==> config.mk <==
export PLATFORM = sky130hd
export DESIGN_NAME = regfile_write_arbiter
export DESIGN_NICKNAME = d
export VERILOG_FILES = /design/src/rtl/regfile_write_arbiter.sv
export SDC_FILE = /design/constraint.sdc
export NUM_CORES = 1
export LEC_CHECK = 0
export CAP_MARGIN = 20
export CORE_ASPECT_RATIO = 0.8
export CORE_UTILIZATION = 38
export DETAILED_ROUTE_END_ITERATION = 6
export PLACE_DENSITY_LB_ADDON = 0.25
export SYNTH_ARGS = -nofsm -noshare
export SYNTH_HDL_FRONTEND = slang
export SYNTH_SLANG_ARGS = --single-unit
==> constraint.sdc <==
create_clock -name clock -period 1.9 [get_ports clock]
set_input_delay 0.19 -clock clock [delete_from_list [all_inputs] [get_ports clock]]
set_output_delay 0.19 -clock clock [all_outputs]
set_load 0.02 [all_outputs]
==> src/rtl/regfile_write_arbiter.sv <==
// Arbitrates the register file's single write port between ALU (req0) and multi-cycle (req1)
// writeback, and keeps a pending-write scoreboard. Define RR_ARB_EN for round-robin arbitration.
module regfile_write_arbiter #(
  parameter int STARVE_MAX = 4,
  parameter int DATA_W     = 32,
  parameter int ADDR_W     = 5
) (
  input  logic              clock,
  input  logic              reset,
  input  logic              req0_valid,
  input  logic [ADDR_W-1:0] req0_addr,
  input  logic [DATA_W-1:0] req0_data,
  output logic              req0_ready,
  input  logic              req1_valid,
  input  logic [ADDR_W-1:0] req1_addr,
  input  logic [DATA_W-1:0] req1_data,
  output logic              req1_ready,
  input  logic              pend_set,
  input  logic [ADDR_W-1:0] pend_addr,
  output logic              rf_reg_write,
  output logic [ADDR_W-1:0] rf_add_write,
  output logic [DATA_W-1:0] rf_data_write,
  output logic [31:0]       busy_mask,
  output logic [3:0]        starve_cnt
);

  // Handshake: a requester holds valid/addr/data stable until valid & ready at a rising
  // edge; ready is combinational and only asserts for a valid requester that wins.

  logic              w_grant0;
  logic              w_grant1;
  logic              w_xfer;
  logic              w_contest;
  logic [ADDR_W-1:0] w_win_addr;
  logic [DATA_W-1:0] w_win_data;
  logic [31:0]       w_busy_nxt;

  logic              r_reg_write;
  logic [ADDR_W-1:0] r_add_write;
  logic [DATA_W-1:0] r_data_write;
  logic [31:0]       r_busy;
  logic [3:0]        r_starve;

  assign w_contest = req0_valid & req1_valid;

`ifdef RR_ARB_EN
  // r_last_gnt1 = 1 means req1 won the most recent transfer, so req0 has priority.
  logic r_last_gnt1;

  assign w_grant1 = req1_valid & (~req0_valid | ~r_last_gnt1);

  always_ff @(posedge clock or posedge reset) begin
    if (reset) begin
      r_last_gnt1 <= 1'b1;
    end else if (w_xfer) begin
      r_last_gnt1 <= w_grant1;
    end
  end

  always_ff @(posedge clock or posedge reset) begin
    if (reset) begin
      r_starve <= 4'd0;
    end else begin
      r_starve <= 4'd0;
    end
  end
`else
  localparam logic [3:0] STARVE_LIM = 4'(STARVE_MAX);

  assign w_grant1 = req1_valid & (~req0_valid | (r_starve >= STARVE_LIM));

  always_ff @(posedge clock or posedge reset) begin
    if (reset) begin
      r_starve <= 4'd0;
    end else if (w_grant1) begin
      r_starve <= 4'd0;
    end else if (w_contest && (r_starve != 4'd15)) begin
      r_starve <= r_starve + 4'd1;
    end
  end
`endif

  assign w_grant0   = req0_valid & ~w_grant1;
  assign w_xfer     = w_grant0 | w_grant1;
  assign w_win_addr = w_grant1 ? req1_addr : req0_addr;
  assign w_win_data = w_grant1 ? req1_data : req0_data;

  assign req0_ready = w_grant0;
  assign req1_ready = w_grant1;

  // Register 0 writes are granted but never presented to the register file.
  always_ff @(posedge clock or posedge reset) begin
    if (reset) begin
      r_reg_write  <= 1'b0;
      r_add_write  <= '0;
      r_data_write <= '0;
    end else begin
      r_reg_write <= w_xfer && (w_win_addr != '0);
      if (w_xfer) begin
        r_add_write  <= w_win_addr;
        r_data_write <= w_win_data;
      end
    end
  end

  // Set is applied after clear so a same-edge set of the same register wins.
  always_comb begin
    w_busy_nxt = r_busy;
    if (r_reg_write) begin
      w_busy_nxt[r_add_write] = 1'b0;
    end
    if (pend_set && (pend_addr != '0)) begin
      w_busy_nxt[pend_addr] = 1'b1;
    end
    w_busy_nxt[0] = 1'b0;
  end

  always_ff @(posedge clock or posedge reset) begin
    if (reset) begin
      r_busy <= 32'd0;
    end else begin
      r_busy <= w_busy_nxt;
    end
  end

  assign rf_reg_write  = r_reg_write;
  assign rf_add_write  = r_add_write;
  assign rf_data_write = r_data_write;
  assign busy_mask     = r_busy;
  assign starve_cnt    = r_starve;

endmodule
==> flow_metrics.env, run 1 <==
export IMPL_synth_avg_cell_area_sq_um=10.8
export IMPL_synth_top_family_by_area="compound AO/OA/AOI/OAI gates"
export IMPL_yosys_area_top_type="dfrtp_1"
export IMPL_hold_class="in -> async"
export IMPL_synth_area_leaders="dfrtp_1 53%, mux2i_1 11%, o21ai_0 9.4%"
export IMPL_ys_seq_area_share_pct=52.7
export IMPL_dp_hpwl_mm=7.34
export IMPL_synth_seq_cells=73
export IMPL_maxCapViolations=0
export IMPL_grt_pass1_vias=3241
export IMPL_fill_cells=741
export IMPL_path_clk_slew_ns=0.06
export IMPL_dieArea_sq_mm=0.00950
export IMPL_synth_nets=405
export IMPL_final_cells=595
export IMPL_final_area_sq_mm=0.00546
export IMPL_synthMuxAreaShare_pct=11.0
export IMPL_h_tree_depth=3
export IMPL_core_sq_mm=0.00867
export IMPL_reg2reg_slack_ns=0.39
export IMPL_maxSlewHeadroom_pct=64.9
export IMPL_yosysUniqueCellTypes=28
export IMPL_io_pin_count=160
export IMPL_insertedDiodeCount=0
export IMPL_worstPathMaxFanout=5
export IMPL_register_area_sq_mm=0.00183
export IMPL_die_h_microns=87.4
export IMPL_syn_instance_count=320
export IMPL_start_util_pct=39.9
export IMPL_die_w_microns=109
export IMPL_placementRows=30
export IMPL_hold_buffers=0
export IMPL_switching_share_pct=31.2
export IMPL_gr_total_overflow=0
export IMPL_drcViolationCount=0
export IMPL_cts_sinks=73
export IMPL_multiInputGateArea_sq_mm=0.00151
export IMPL_timing_final_crit_share_pct=93.7
export IMPL_p_total_mw=6.03
export IMPL_leakage_nw=2.20
export IMPL_p_int_mw=4.15
export IMPL_clockPowerShare_pct=29.7
export IMPL_ys_warn_count=0
export IMPL_clk_latency_ns=0.32
export IMPL_ctsResizeCount=8
export IMPL_wl_per_cell_microns=17.5
export IMPL_reg2regPathDepth=4
export IMPL_yosys_top_cells_count="73 x dfrtp_1, 65 x o21ai_0, 37 x mux2i_1, 36 x nand3_1, 29 x o21ai_2"
export IMPL_yosysMostFrequentCell="dfrtp_1"
export IMPL_gp_congestion=0.814
export IMPL_ir_drop_mv=0.533
export IMPL_critPathKind="reg -> out"
export IMPL_cts_tree="yes"
export IMPL_rr_startpoint="starve_cnt[2]"
export IMPL_grt_max_degree=74
export IMPL_grtUsageTotal_pct=22.6
export IMPL_dr_pass1_iters=4
export IMPL_yosys_area_share_simple_pct=12.7
export IMPL_io_buffers=158
export IMPL_power_share_sequential_pct=35.8
export IMPL_p_per_area_mw_per_mm2=1100
export IMPL_max_freq_mhz=562
export IMPL_drive_gt1_share_pct=13.7
export IMPL_comb_power_share_pct=34.4
export IMPL_antenna_found_initial=0
export IMPL_timing_rr_end="rf_add_write[1]"
export IMPL_vias=3142
export IMPL_cts_made_buffers=9
export IMPL_dp_cells=579
export IMPL_synth_edf_count=0
export IMPL_viasPerCell=5.28
export IMPL_synth_main_ff_cell="dfrtp_1"
export IMPL_grt_pass1_wl_mm=16.2
export IMPL_worstMarginPinSlew_ns=0.526
export IMPL_wl_mm=10.4
export IMPL_finClkSkew_ns=0.00545
export IMPL_ant_nets=0
export IMPL_status="finished, final reports clean"
export IMPL_crit_path_end_kind="primary output"
export IMPL_clockRootBuffer="clkbuf_16"
export IMPL_hold_viol_final=0
export IMPL_syn2layout_area_growth_pct=57.7
export IMPL_first_iter_violations=129
export IMPL_async_reset_ff_share_pct=100
export IMPL_maxSlewViolCount=0
export IMPL_cp_start_kind="flop"
export IMPL_p_switching_mw=1.88
export IMPL_yosys_area_share_adder_pct=0.361
export IMPL_required_ns=1.71
export IMPL_placed_cell_area_sq_mm=0.00515
export IMPL_synth_xor_area_share_pct=0
export IMPL_synth_top_area_share_pct=52.7
export IMPL_arrival_ns=1.59
export IMPL_post_cts_buffers=0
export IMPL_ctsLongestPathBuffers=2
export IMPL_synth_compound_area_share_pct=19.3
export IMPL_rsz0062_at_grt="no"
export IMPL_syn_area_sq_mm=0.00346
export IMPL_setup_violations=0
export IMPL_fin_nets=563
export IMPL_finalCriticalPeriod_ns=1.78
registers in the layout, summed over array words and instances (netlist names):
signal,flops
starve_cnt,4
busy_mask,31
rf_reg_write,1
rf_add_write,5
rf_data_write,32
metal layers:
layer | vias to the layer above | share of wire, % | track usage, %
met2 | 117 | 49 | 37.6
li1 | 1495 | - | -
met3 | 10 | 6.3 | 5.24
met1 | 1520 | 43 | 29.0
met5 | - | 0 | 0
met4 | 0 | 1.5 | 7.99
per-stage QoR:
stage                     util [%]  hold slack [ns]  setup TNS, ns  setup slack [ns]
final                         63.0            0.306              0             0.120
after global routing          63.0            0.383              0            0.0568
after CTS                     63.0            0.347              0            0.0506
after detailed placement      59.4            0.496              0          0.000853
after global placement        59.4            0.489        -0.0113           -0.0113
after floorplan                  -            0.332              0             0.133
cell usage in the layout (no fill, tap or decap), types with 3 or more instances in the layout:
| cell type | n |
|---|---|
| a211oi_1 | 5 |
| a21oi_1 | 5 |
| buf_2 | 4 |
| buf_4 | 9 |
| clkbuf_16 | 9 |
| clkdlybuf4s50_1 | 154 |
| dfrtp_1 | 73 |
| mux2i_1 | 37 |
| nand2_1 | 5 |
| nand3_1 | 36 |
| nand3b_1 | 10 |
| nor2_1 | 3 |
| nor2b_1 | 8 |
| o21ai_0 | 65 |
| o21ai_2 | 29 |
| o22ai_1 | 3 |
| or3b_2 | 6 |
worst max-delay path by stage:
stage	from	end	depth (start not counted)
finish	starve_cnt[2]	req1_ready	4
global route	starve_cnt[2]	req1_ready	4
CTS	starve_cnt[2]	req1_ready	4
detailed placement	starve_cnt[2]	req0_ready	4
global placement	starve_cnt[2]	req0_ready	4
floorplan	starve_cnt[2]	req0_ready	5
power by group through the flow:
| stage | clock [mW] | sequential (mW) | combinational [mW] |
|---|---|---|---|
| 6_report | 1.79 | 2.16 | 2.08 |
| 5_1_grt | 1.89 | 2.21 | 2.23 |
| 4_1_cts | 1.83 | 2.17 | 2.09 |
| 3_5_place_dp | 0 | 2.19 | 2.09 |
| 3_3_place_gp | 0 | 2.17 | 2.06 |
| 2_1_floorplan | 0 | 2.62 | 0.520 |
cell type report:
class                      count  area share (%)
inverter                       3           0.275
clock inverter                 4            1.40
tap                          112            2.57
timing repair buffer         168            30.2
sequential                    73            33.4
multi-input combinational    223            27.6
clock buffer                  12            4.51
cell families after synthesis:
family	count (synthesis)
buffers and inverters	24
multiplexers	38
adder cells (fa/ha/maj)	1
other	1
flip-flops	73
AND/OR/NAND/NOR	75
AO/OA/AOI/OAI	108
worst max-delay path: stages (launching register included):
cell and delay, ns:
dfrtp_1 0.38, or3b_1 0.39, and2_4 0.19, buf_4 0.16, buf_2 0.16
Power figures use the tool's default switching activity.
==> run 2: changes to the inputs <==
--- a/config.mk
+++ b/config.mk
@@ -8,6 +8,7 @@
 export CAP_MARGIN = 20
 export CORE_ASPECT_RATIO = 0.8
 export CORE_UTILIZATION = 38
+export CTS_CLUSTER_SIZE = 40
 export DETAILED_ROUTE_END_ITERATION = 6
 export PLACE_DENSITY_LB_ADDON = 0.25
 export SYNTH_ARGS = -nofsm -noshare
==> results of run 2 <==
Final layout, timing and power as in run 1 (identical DEF).
==> run 3: changes to the inputs <==
--- a/config.mk
+++ b/config.mk
@@ -8,9 +8,11 @@
 export CAP_MARGIN = 20
 export CORE_ASPECT_RATIO = 0.8
 export CORE_UTILIZATION = 38
+export CTS_BUF_LIST = sky130_fd_sc_hd__clkbuf_16
 export CTS_CLUSTER_SIZE = 40
 export DETAILED_ROUTE_END_ITERATION = 6
 export PLACE_DENSITY_LB_ADDON = 0.25
 export SYNTH_ARGS = -nofsm -noshare
 export SYNTH_HDL_FRONTEND = slang
 export SYNTH_SLANG_ARGS = --single-unit
+export TNS_END_PERCENT = 5
==> flow_metrics.env, run 3 (synthesis gave the netlist of run 1 again) <==
export IMPL_p_per_area_mw_per_mm2=1100
export IMPL_finClkSkew_ns=0.00545
export IMPL_largest_register_ffs=32
export IMPL_required_ns=1.71
export IMPL_arrival_ns=1.59
export IMPL_dieArea_sq_mm=0.00950
export IMPL_h_tree_depth=3
export IMPL_hold_buffers=0
export IMPL_wl_per_cell_microns=17.5
export IMPL_start_util_pct=39.9
export IMPL_core_sq_mm=0.00867
export IMPL_dr_pass1_iters=4
export IMPL_vias=3142
export IMPL_status="finished, final reports clean"
export IMPL_rsz0062_at_grt="no"
export IMPL_gp_congestion=0.814
export IMPL_path_clk_slew_ns=0.06
export IMPL_grt_max_degree=74
export IMPL_wl_mm=10.4
export IMPL_first_iter_violations=128
export IMPL_maxCapViolations=0
export IMPL_gr_total_overflow=0
export IMPL_final_cells=595
export IMPL_dp_hpwl_mm=7.34
export IMPL_viasPerCell=5.28
export IMPL_setup_slack_ns=0.120
export IMPL_clockRootBuffer="clkbuf_16"
export IMPL_maxSlewViolCount=0
export IMPL_finalCriticalPeriod_ns=1.78
export IMPL_die_h_microns=87.4
export IMPL_crit_path_end_kind="primary output"
export IMPL_drcViolationCount=0
export IMPL_insertedDiodeCount=0
export IMPL_antenna_found_initial=0
export IMPL_ctsLongestPathBuffers=2
export IMPL_dp_slack_ns=0.000853
export IMPL_io_buffers=158
export IMPL_grt_pass1_vias=3241
export IMPL_mostFrequentLayoutCell="clkdlybuf4s50_1"
export IMPL_final_cell_mix="154 x clkdlybuf4s50_1, 73 x dfrtp_1, 65 x o21ai_0"
export IMPL_cp_start_kind="flop"
export IMPL_dp_cells=579
export IMPL_worstPathMaxFanout=5
export IMPL_worstMarginPinSlew_ns=0.526
export IMPL_timing_final_crit_share_pct=93.7
export IMPL_drive_gt1_share_pct=13.5
export IMPL_cts_made_buffers=9
export IMPL_cts_sinks=73
export IMPL_placementRows=30
export IMPL_die_w_microns=109
export IMPL_io_pin_count=160
export IMPL_hold_viol_final=0
export IMPL_max_freq_mhz=562
export IMPL_fin_nets=563
export IMPL_maxSlewHeadroom_pct=64.9
export IMPL_critPathKind="reg -> out"
export IMPL_grtUsageTotal_pct=22.6
export IMPL_cts_tree="yes"
export IMPL_leakage_nw=2.21
export IMPL_hold_class="in -> async"
export IMPL_setup_violations=0
export IMPL_grt_pass1_wl_mm=16.2
export IMPL_ir_drop_mv=0.533
export IMPL_ant_nets=0
export IMPL_clk_latency_ns=0.32
export IMPL_syn2layout_area_growth_pct=57.4
## run 3: cell count changes in the layout (fill, tap and decap cells not counted), sizes merged
| cell | delta |
|---|---|
| clkbuf | -3 |
| inv | +2 |
| clkinv | +1 |
## run 3: worst paths after layout
check                                   start          endpoint  slack (ns)  depth (start not counted)
worst max-delay path            starve_cnt[2]        req1_ready        0.12                          4
worst min-delay path                    reset     busy_mask[23]        0.31                          3
worst max register to register  starve_cnt[2]   rf_add_write[1]        0.39                          4
worst min register to register   busy_mask[3]      busy_mask[3]        0.51                          2
max in group asynchronous               reset     busy_mask[11]        1.24                          3
min in group clock                 req1_valid  rf_data_write[6]        0.38                          4
## run 3: cell type report
cell class / count / area [sq um]
Fill cell: 742 / 3220
Timing Repair Buffer: 168 / 1650
Clock buffer: 9 / 225
Multi-Input combinational cell: 223 / 1510
Inverter: 3 / 15.0
Sequential cell: 73 / 1830
Clock inverter: 7 / 87.6
Tap cell: 112 / 140
## run 3: power by group
| group | leakage, nW | switching (mW) | internal (mW) |
|---|---|---|---|
| Combinational | 1.20 | 1.05 | 1.03 |
| Sequential | 0.849 | 0.231 | 1.93 |
| Clock | 0.156 | 0.604 | 1.14 |
## run 3: worst max-delay path, cell delays in order (launching register included)
cell,delay [ns]
dfrtp_1,0.38
or3b_1,0.39
and2_4,0.19
buf_4,0.16
buf_2,0.16
## run 3: what timing repair did
action                     4_1_cts  5_1_grt
setup endpoints to repair        2        1
setup buffers                    0        0
gates resized for setup          8        1
hold endpoints to repair         0        0
## run 3: per-stage QoR
stage | utilization (%) | hold WS (ns) | TNS, ns | area, sq um | power [mW]
6_report | 62.9 | 0.306 | 0 | 5450 | 5.98
5_1_grt | 62.9 | 0.383 | 0 | 5450 | 6.28
4_1_cts | 62.9 | 0.346 | 0 | 5450 | 6.03
3_5_place_dp | 59.4 | 0.496 | 0 | 5150 | 4.27
3_3_place_gp | 59.4 | 0.489 | -0.0113 | 5150 | 4.23
2_1_floorplan | - | 0.332 | 0 | 3470 | 3.14
## run 3: per-layer routing
metal | part of all wire (%) | GRT usage, % | up-vias
met1 | 43 | 29.0 | 1520
met4 | 1.5 | 7.99 | 0
met5 | 0 | 0 | -
met3 | 6.3 | 5.24 | 10
li1 | - | - | 1495
met2 | 49 | 37.6 | 117
